[src/rtl/meas_sequencer_pkg.sv]
// Shared types and constants for the measurement sequencer.
// Frame layout: header, sequence, count, xor checksum.
package meas_pkg;

    typedef enum logic [2:0] {
        TX_IDLE = 3'd0,
        TX_HDR  = 3'd1,
        TX_SEQ  = 3'd2,
        TX_CNT  = 3'd3,
        TX_CHK  = 3'd4
    } tx_state_t;

    localparam logic [7:0] HDR_DEFAULT = 8'hA5;
    localparam int         FRAME_LEN   = 4;

    function automatic logic [7:0] frame_chk(
        input logic [7:0] hdr,
        input logic [7:0] sq,
        input logic [7:0] cn
    );
        return hdr ^ sq ^ cn;
    endfunction

endpackage

[src/rtl/meas_sequencer_gate_timer.sv]
// Gate timer: free-running window counter with a registered
// end-of-window strobe that is high while timer == GATE_CYCLES-1.
module gate_timer #(
    parameter int GATE_CYCLES = 12_500_000
) (
    input  logic clk_in,
    input  logic reset,
    input  logic enable,
    output logic tim025
);

    localparam int TW = $clog2(GATE_CYCLES);
    localparam logic [TW-1:0] LAST = TW'(GATE_CYCLES - 1);
    localparam logic [TW-1:0] PRE  = TW'(GATE_CYCLES - 2);

    logic [TW-1:0] timer;

    // Count windows; strobe is decoded one cycle early so it lines up with LAST.
    always_ff @(posedge clk_in) begin
        if (reset || !enable) begin
            timer  <= '0;
            tim025 <= 1'b0;
        end else begin
            timer  <= (timer == LAST) ? '0 : timer + 1'b1;
            tim025 <= (timer == PRE);
        end
    end

endmodule

[src/rtl/meas_sequencer.sv]
// Measurement sequencer: gate strobe, count capture and
// framed record transmission over a valid/ready byte link.
module meas_sequencer
    import meas_pkg::*;
#(
    parameter int         GATE_CYCLES = 12_500_000,
    parameter logic [7:0] HDR_BYTE    = HDR_DEFAULT
) (
    input  logic       clk_in,
    input  logic       reset,
    input  logic       enable,
    input  logic [7:0] count_in,
    output logic       tim025,
    output logic [7:0] tx_data,
    output logic       tx_valid,
    input  logic       tx_ready,
    output logic       busy,
    output logic [7:0] seq,
    output logic [7:0] overrun_cnt
);

    tx_state_t  state;
    logic       cap_pend;
    logic [7:0] cnt;
    logic [7:0] snd_seq;
    logic       hs;
    logic       accept;

    gate_timer #(
        .GATE_CYCLES(GATE_CYCLES)
    ) u_gate (
        .clk_in (clk_in),
        .reset  (reset),
        .enable (enable),
        .tim025 (tim025)
    );

    assign hs     = tx_valid && tx_ready;
    assign accept = cap_pend &&
                    ((state == TX_IDLE) || ((state == TX_CHK) && hs));
    assign busy   = (state != TX_IDLE);

    // Capture the window count, track drops and walk the frame bytes.
    always_ff @(posedge clk_in) begin
        if (reset) begin
            state       <= TX_IDLE;
            cap_pend    <= 1'b0;
            cnt         <= '0;
            snd_seq     <= '0;
            seq         <= '0;
            overrun_cnt <= '0;
            tx_data     <= '0;
            tx_valid    <= 1'b0;
        end else begin
            cap_pend <= tim025;
            if (cap_pend) begin
                seq <= seq + 8'd1;
            end
            if (cap_pend && !accept && (overrun_cnt != 8'hFF)) begin
                overrun_cnt <= overrun_cnt + 8'd1;
            end
            if (accept) begin
                cnt      <= count_in;
                snd_seq  <= seq;
                state    <= TX_HDR;
                tx_data  <= HDR_BYTE;
                tx_valid <= 1'b1;
            end else if (hs) begin
                unique case (state)
                    TX_HDR: begin
                        state   <= TX_SEQ;
                        tx_data <= snd_seq;
                    end
                    TX_SEQ: begin
                        state   <= TX_CNT;
                        tx_data <= cnt;
                    end
                    TX_CNT: begin
                        state   <= TX_CHK;
                        tx_data <= frame_chk(HDR_BYTE, snd_seq, cnt);
                    end
                    TX_CHK: begin
                        state    <= TX_IDLE;
                        tx_valid <= 1'b0;
                    end
                    default: begin
                        state <= state;
                    end
                endcase
            end
        end
    end

endmodule
[config.mk]
export PLATFORM = sky130hd
export DESIGN_NAME = meas_sequencer
export DESIGN_NICKNAME = d
export VERILOG_FILES = /design/src/rtl/meas_sequencer_pkg.sv /design/src/rtl/meas_sequencer_gate_timer.sv /design/src/rtl/meas_sequencer.sv
export SDC_FILE = /design/constraint.sdc
export NUM_CORES = 1
export LEC_CHECK = 0
export BUFFER_PORTS_ARGS = -buffer_cell sky130_fd_sc_hd__buf_2
export CORE_MARGIN = 4
export CORE_UTILIZATION = 60
export CTS_BUF_LIST = sky130_fd_sc_hd__clkbuf_4 sky130_fd_sc_hd__clkbuf_8
export CTS_CLUSTER_SIZE = 24
export DETAILED_ROUTE_END_ITERATION = 10
export GPL_ROUTABILITY_DRIVEN = 0
export PLACE_DENSITY = 0.85
export SYNTH_ARGS = -nofsm -noshare
export SYNTH_HDL_FRONTEND = slang
export SYNTH_HIERARCHICAL = 1
export SYNTH_SLANG_ARGS = --single-unit
[constraint.sdc]
create_clock -name clk_in -period 2.1 [get_ports clk_in]
set_clock_uncertainty 0.05 [all_clocks]
set_input_delay 0.63 -clock clk_in [delete_from_list [all_inputs] [get_ports clk_in]]
set_output_delay 0.63 -clock clk_in [all_outputs]
set_load 0.05 [all_outputs]
## Word level (Yosys, flattened, before mapping)

Index checks and enable logic that the tools add are counted.

| word-level totals | value |
|---|---|
| word-level logic and storage cells | 57 |
| latch bits | 0 |
| input port bits | 12 |
| output and inout port bits | 27 |
| flip-flop bits (word level) | 70 |
| RAM bits | 0 |
| ROM bits | 0 |
| memories | 0 |

| operators by class | value |
|---|---|
| bitwise operators | 2 |
| div/mod/pow operators | 0 |
| $lt $le $gt $ge | 0 |
| mux-type cells | 9 |
| reduce and logical (&&, ||, !) cells | 24 |
| equal/unequal tests | 7 |
| add/subtract/negate cells | 3 |
| $mul | 0 |
| shift-type cells | 0 |

Operator list:

| kind | number |
|---|---|
| $eq A24 B24 Y1 const B | 2 |
| $add A24 B1 Y24 const B | 1 |
| $pmux W8 S3 | 1 |
| $add A8 B1 Y8 const B | 2 |
| $mux W8 | 2 |
| $pmux W3 S4 | 1 |
| $reduce_and A2 Y1 | 5 |
| $ne A8 B8 Y1 const B | 1 |
| $reduce_bool A4 Y1 | 2 |
| $xor A8 B8 Y8 | 1 |
| $eq A3 B2 Y1 const B | 2 |
| $reduce_bool A3 Y1 | 2 |
| $logic_and A1 B1 Y1 | 5 |
| $mux W1 | 5 |
| $reduce_bool A5 Y1 | 1 |
| $not A4 Y4 | 1 |
| $reduce_bool A2 Y1 | 2 |
| $reduce_or A2 Y1 | 2 |
| $eq A3 B1 Y1 const B | 1 |
| $eq A3 B3 Y1 const B | 1 |
| $logic_not A3 Y1 | 1 |
| $logic_not A1 Y1 | 2 |
| $logic_or A1 B1 Y1 | 2 |

## Longest topological paths before layout

Gate-level depths: netlist of the first run.

| logic depth | value |
|---|---|
| word-level depth | 7 |
| gate-level depth with buffers | 7 |

## Modules after synthesis

The synthesis of the first run kept the hierarchy.

Modules (own cells, without submodules):

| module | sequential area each (µm²) | instances | cells each | area an instance (µm²) |
|---|---|---|---|---|
| meas_sequencer | 900.9 | 1 | 246 | 2054.5 |
| gate_timer | 500.5 | 1 | 138 | 1198.6 |

## Worst setup path before layout of the first run

Ideal clock, no wire load.

| timing | value |
|---|---|
| kind | register to register |
| start point | register overrun_cnt[0] |
| end point | register overrun_cnt[5] |
| setup slack | 0.162 ns |
| data arrival time | 1.773 ns |
| stages on the path, launching flop included | 7 |
| clock period less this slack | 1.938 ns |
| setup time | 0.115 ns |
| cells stage by stage | dfxtp_1 ha_1 nand4_1 nor2_1 clkbuf_1 nor4_1 o21ba_1 |

| between the ends | value |
|---|---|
| cells in the longest elaborated chain, start to end | 2 |

Ends and longest elaborated chain:

| what | line | RTL |
|---|---|---|
| start, declared | meas_sequencer.sv:19 | `output logic [7:0] overrun_cnt` |
| start signal, assigned | meas_sequencer.sv:60 | `overrun_cnt <= overrun_cnt + 8'd1;` |
| branches (longest 2 deep; another with $add A8 B1 Y8) | - |  |

Parallel ways; which one is timed is not known.
A chain may end at the register's enable or synchronous reset.

## Worst setup path after layout of the first run

| timing | value |
|---|---|
| start point | register state[1] |
| end point | output busy |

| between the ends | value |
|---|---|
| cells in the longest elaborated chain, start to end | 1 |

Ends and longest elaborated chain:

| what | line | RTL |
|---|---|---|
| start, declared | meas_sequencer.sv:22 | `tx_state_t state;` |
| start signal, assigned | meas_sequencer.sv:87 | `state <= state;` |
| $reduce_bool A3 Y1 | meas_sequencer.sv:41 | `assign busy = (state != TX_IDLE);` |
| end, declared | meas_sequencer.sv:17 | `output logic busy,` |

Every way passes these cells.

==> reports/qor.yml, run 1 <==
status: "finished clean"
period_share: 0.979
synth_top_area_frac: 0.431
min_path_type: "reg2reg"
synth_mux_area_frac: 0.0154
finalNonFillerCells: 501
synth_area_um2: 3250
synth.area.top_cells: "dfxtp_1 (43%), a21oi_1 (8.5%), nand2_1 (5.7%), or3_1 (3.5%), nand3_1 (3.2%)"
cp_data_arrival_time_ns: 1.38
setup_violations: 0
wire_per_inst_um: 14.2
n_antenna_cell: 0
seq_area_frac_synth: 0.431
irDropWorstVdd_uv: 611
synth_edf_count: 0
yosys.area_share.adder: 0.0154
clockBufferDepth: 2
yosysUniqueCellTypes: 50
ys_warn_count: 6
r2r_setup_slack_ns: 0.14
drc: 0
synth_compound_area_frac: 0.195
dp_hpwl_um: 4870
synth_seq_cells: 70
synth-xor-area-share: 0.0431
synthToLayoutAreaGrowth_pct: 15.5
wirelength_um: 7100
synth_area_leader_cell: "dfxtp_1"
final_layout_size_suffix_gt1_frac: 0.188
fmax_mhz: 487
vias: 2946
finalHoldViolCount: 0
fin_nets: 442
synth_flop_cell: "dfxtp_1"
slew_violations: 0
dp_slack_ns: 0.0444
syn_avg_cell_area_um2: 8.47
cp.required_ns: 1.42
yosys.area_share.simple: 0.258
worst_slew_pin_slew_ns: 0.807
finalWorstSetupSlack_ns: 0.0449
drt-initial-drc-count: 164
rsz0062_at_grt: "false"
vias_per_cell: 5.88
hold_buffers: 0
wl_met2_um: 3390
p_per_area_nw_per_um2: 691
startpoint_type: "flip-flop"
die_h_um: 81.6
grt_overflow: 0
grt_antenna_before_repair: 0
cts-buffers-inserted: 9
maxCapViolations: 0
grt_max_degree: 46
grt.total_usage: 0.232
die_area_um2: 6660
grt_pass1_vias: 2754
synth_fp_nets: 400
fin_setup_tns_ns: 0
async_flop_share: 0
start_util: 0.629
wl_met1_um: 3250
ant_nets: 0
path_max_fanout: 10
fp.dieW_um: 81.6
synth_top_family_by_area: "simple AND/OR/NAND/NOR gates"
ios: 39
p_leak_nw: 1.31
period_needed_ns: 2.06
path_clk_slew_ns: 0.07
clk_latency_ns: 0.35
dpl.cell_count: 485
clkSinkCount: 70
final_core_util: 0.726
core_um2: 5170
rows: 26
htree_levels: 3
syn_inst: 384
root_buffer: "clkbuf_8"
wl_met3_um: 307
cts_tree: "built"
grt_first_pass_wirelength_um: 12100
dr.pass1.iters: 4
end_kind: "output port"
top_layer_used: "met4"
relSlewSlack: 0.459
worst-setup-path-type: "reg2out"
numPortBuffers: 38
==> sequential cells by signal (all words and copies together), names as in the netlist <==
name and flops:
u_gate/timer 24, overrun_cnt 8, cnt 8, u_gate/tim025 1, tx_valid 1, snd_seq 8, tx_data 8, seq 8
state 3, cap_pend 1
==> synth_stat cells (2+ instances only) <==
master / count
a211oi_1: 4
o31a_1: 2
or4_1: 6
nor2b_1: 4
nand2_1: 49
nor4b_1: 2
nand3b_1: 2
ha_1: 4
a21oi_1: 55
o311ai_0: 2
o31ai_1: 3
o21ai_0: 21
buf_4: 2
a211oi_2: 2
buf_2: 7
and3_1: 4
nand3_1: 21
inv_1: 5
xnor2_1: 7
buf_6: 2
nand4_1: 10
nor4_1: 3
o221ai_1: 4
clkbuf_1: 10
nor3_1: 5
mux2i_1: 5
or3_1: 18
and4_1: 3
a211o_1: 4
xor2_1: 9
nand2b_1: 2
dfxtp_1: 70
nor2_1: 20
==> cell families after synthesis <==
logic type | after synthesis
AOI/OAI and AO/OA | 105
adders and majority gates | 4
DFF | 70
xor gates and xnor gates | 16
muxes | 5
and+or+nand+nor | 156
buffers and inverters | 28
==> per-stage QoR <==
| step | cell area (µm²) | power [W] | hold WS [ns] |
|---|---|---|---|
| finish | 3760 | 0.00259 | 0.421 |
| global route | 3760 | 0.00268 | 0.451 |
| CTS | 3750 | 0.00260 | 0.423 |
| detailed placement | 3530 | 0.00140 | 0.409 |
| global placement | 3530 | 0.00140 | 0.400 |
| floorplan | 3250 | 0.00138 | 0.398 |
==> metal layers <==
| metal | track usage | vias to the layer above |
|---|---|---|
| li1 | - | 1480 |
| met3 | 0.0450 | 12 |
| met1 | 0.292 | 1391 |
| met4 | 0.0980 | 0 |
| met2 | 0.388 | 63 |
| met5 | 0 | - |
==> path summary, 6_finish.rpt <==
| check | startpoint | to | cells past startpoint |
|---|---|---|---|
| min | tx_data[6] | tx_data[6] | 2 |
| max reg2reg | u_gate/timer[2] | u_gate/timer[23] | 4 |
| max | state[1] | busy | 2 |
| min reg2reg | tx_data[6] | tx_data[6] | 2 |
==> worst max-delay path: stages, from the launching register on <==
cell and delay, ns:
dfxtp_1 0.42, or3_1 0.38, buf_2 0.23
==> cells in the final DEF (no fill, tap or decap), types with 3 or more instances in the layout <==
cell type and n:
nor2b_1 4, a211o_1 4, a21oi_1 55, and3_1 4, ha_1 4, xor2_1 9
nor2_1 20, mux2i_1 5, o31ai_1 3, buf_2 38, dfxtp_1 70, o221ai_1 4
xnor2_1 7, nand2_1 49, or3_1 18, nand4_1 10, clkbuf_8 10, nor3_1 5
buf_4 15, or4_1 5, o21ai_0 21, nor4_1 3, inv_1 5, nand3_1 21
a211oi_1 4, and4_1 3
==> report_power, final <==
part	internal [W]	leakage (nW)	total [W]	switching, W
Combinational	0.0000159	0.631	0.0000447	0.0000288
Sequential	0.00133	0.564	0.00133	0.00000159
Clock	0.000724	0.117	0.00122	0.000495
Total	0.00207	1.31	0.00259	0.000525
==> final cells by class <==
| class | count | area, µm² |
|---|---|---|
| flip-flops and latches | 70 | 1400 |
| inverters | 6 | 22.5 |
| well taps | 70 | 87.6 |
| clock buffers | 12 | 153 |
| repair buffers | 53 | 303 |
| fillers | 381 | 1420 |
| clock inverters | 4 | 70.1 |
| multi-input cells | 286 | 1720 |
==> what timing repair did <==
| item | CTS | global route |
|---|---|---|
| buffers inserted | 0 | 0 |
| setup endpoints to repair | 0 | 4 |
| gates resized for setup | 0 | 1 |
Power figures use the tool's default switching activity.
==> inputs of run 2 (changes only) <==
==> constraint.sdc (replaced) <==
create_clock -name clk_in -period 2.25 [get_ports clk_in]
set_clock_uncertainty 0.05 [all_clocks]
set_input_delay 0.675 -clock clk_in [delete_from_list [all_inputs] [get_ports clk_in]]
set_output_delay 0.675 -clock clk_in [all_outputs]
set_load 0.1 [all_outputs]
==> run 2 against run 1 <==
Flip-flop and latch count unchanged. Sequential share of layout area increased by 0.13 points. Clock-buffer cell count unchanged. Core utilization about the same. Sequential power decreased by 7%. Critical path depth unchanged. Critical path type unchanged. Via count increased by 1.1%. Worst setup slack improved by 0.086 ns. Largest cell class unchanged. Design area about the same. Hold slack got worse by 0.0068 ns.
==> reports/qor.yml, run 2 (synthesis results as in run 1) <==
start_util: 0.629
hold_buffers: 0
finalHoldViolCount: 0
p_leak_nw: 1.30
rows: 26
fp.dieW_um: 81.6
largest_reg_flops: 24
relSlewSlack: 0.457
numPortBuffers: 38
drc: 0
vias: 2977
grt.total_usage: 0.224
ant_nets: 0
cts_tree: "built"
path_max_fanout: 10
clkSinkCount: 70
critPathBufInv: 1
startpoint_type: "flip-flop"
irDropWorstVdd_uv: 478
cts-buffers-inserted: 9
dp_hpwl_um: 4880
postCtsSetupBuffers: 0
core_um2: 5170
layout_commonest_cell: "dfxtp_1"
cp_slowest_stage_delay_ns: 0.43
ios: 39
path_clk_slew_ns: 0.07
wire_per_inst_um: 14.5
crit_path_top_delay_cell: "dfxtp_1"
period_needed_ns: 2.12
grt_pass1_vias: 2601
worst-setup-path-type: "reg2out"
setup_violations: 0
wirelength_um: 7210
final_core_util: 0.726
grt_max_degree: 46
fin_nets: 438
end_kind: "output port"
n_antenna_cell: 0
root_buffer: "clkbuf_8"
drt-initial-drc-count: 222
dr.pass1.iters: 4
largest_register: "u_gate/timer"
grt_overflow: 0
worst_slew_pin_slew_ns: 0.809
status: "finished clean"
worstPathCellList: "or3_1, buf_12"
final_cell_mix: "dfxtp_1 (67), a21oi_1 (55), nand2_1 (49)"
htree_levels: 3
maxCapViolations: 0
period_share: 0.942
vias_per_cell: 5.99
clk_latency_ns: 0.34
die_area_um2: 6660
p_per_area_nw_per_um2: 643
min_path_type: "reg2reg"
grt_first_pass_wirelength_um: 11700
die_h_um: 81.6
cts_resized: 0
fin_setup_tns_ns: 0
cp.required_ns: 1.52
final_layout_size_suffix_gt1_frac: 0.185
synthToLayoutAreaGrowth_pct: 15.4
cp_data_arrival_time_ns: 1.39
crit_family: "flip-flops"
grt_antenna_before_repair: 0
fmax_mhz: 472
clockBufferDepth: 2
slew_violations: 0
rsz0062_at_grt: "false"
run 2: metrics by stage:
step	hold slack, ns	std cells	setup slack [ns]	total power (W)	instance area (µm²)
floorplan	0.398	384	0.0858	0.00129	3260
global placement	0.398	481	0.201	0.00131	3530
detailed placement	0.403	481	0.130	0.00131	3530
CTS	0.413	497	0.131	0.00243	3750
global route	0.433	497	0.0854	0.00248	3750
finish	0.414	497	0.131	0.00242	3750
run 2: worst min-delay path: stages (launching register included):
cell and delay [ns]:
dfxtp_1 0.31, nand2_1 0.05, a211oi_1 0.05
run 2: cell type report:
class	count	area (µm²)
multi-input combinational	286	1720
fill	386	1420
sequential	70	1410
timing repair buffer	49	300
clock buffer	12	153
tap	70	87.6
clock inverter	4	70.1
inverter	6	22.5
run 2: where the power goes:
part	leakage, nW	total (W)	internal, W	switching [W]
combinational	0.615	0.0000410	0.0000147	0.0000263
clock	0.117	0.00113	0.000676	0.000457
sequential	0.565	0.00124	0.00124	0.00000137
total	1.30	0.00242	0.00193	0.000484
run 2: path summary, 6_finish.rpt:
kind | startpoint | endpoint | slack, ns | cells after the start
worst max-delay path | state[1] | busy | 0.13 | 2
worst min-delay path | tx_data[6] | tx_data[6] | 0.41 | 2
worst max register to register | u_gate/timer[2] | u_gate/timer[23] | 0.24 | 4
worst min register to register | tx_data[6] | tx_data[6] | 0.41 | 2
run 2: metal layers:
layer	routed length, µm	track usage
met1	3210	0.284
met2	3500	0.366
met3	371	0.0351
met4	124	0.116
met5	0	0
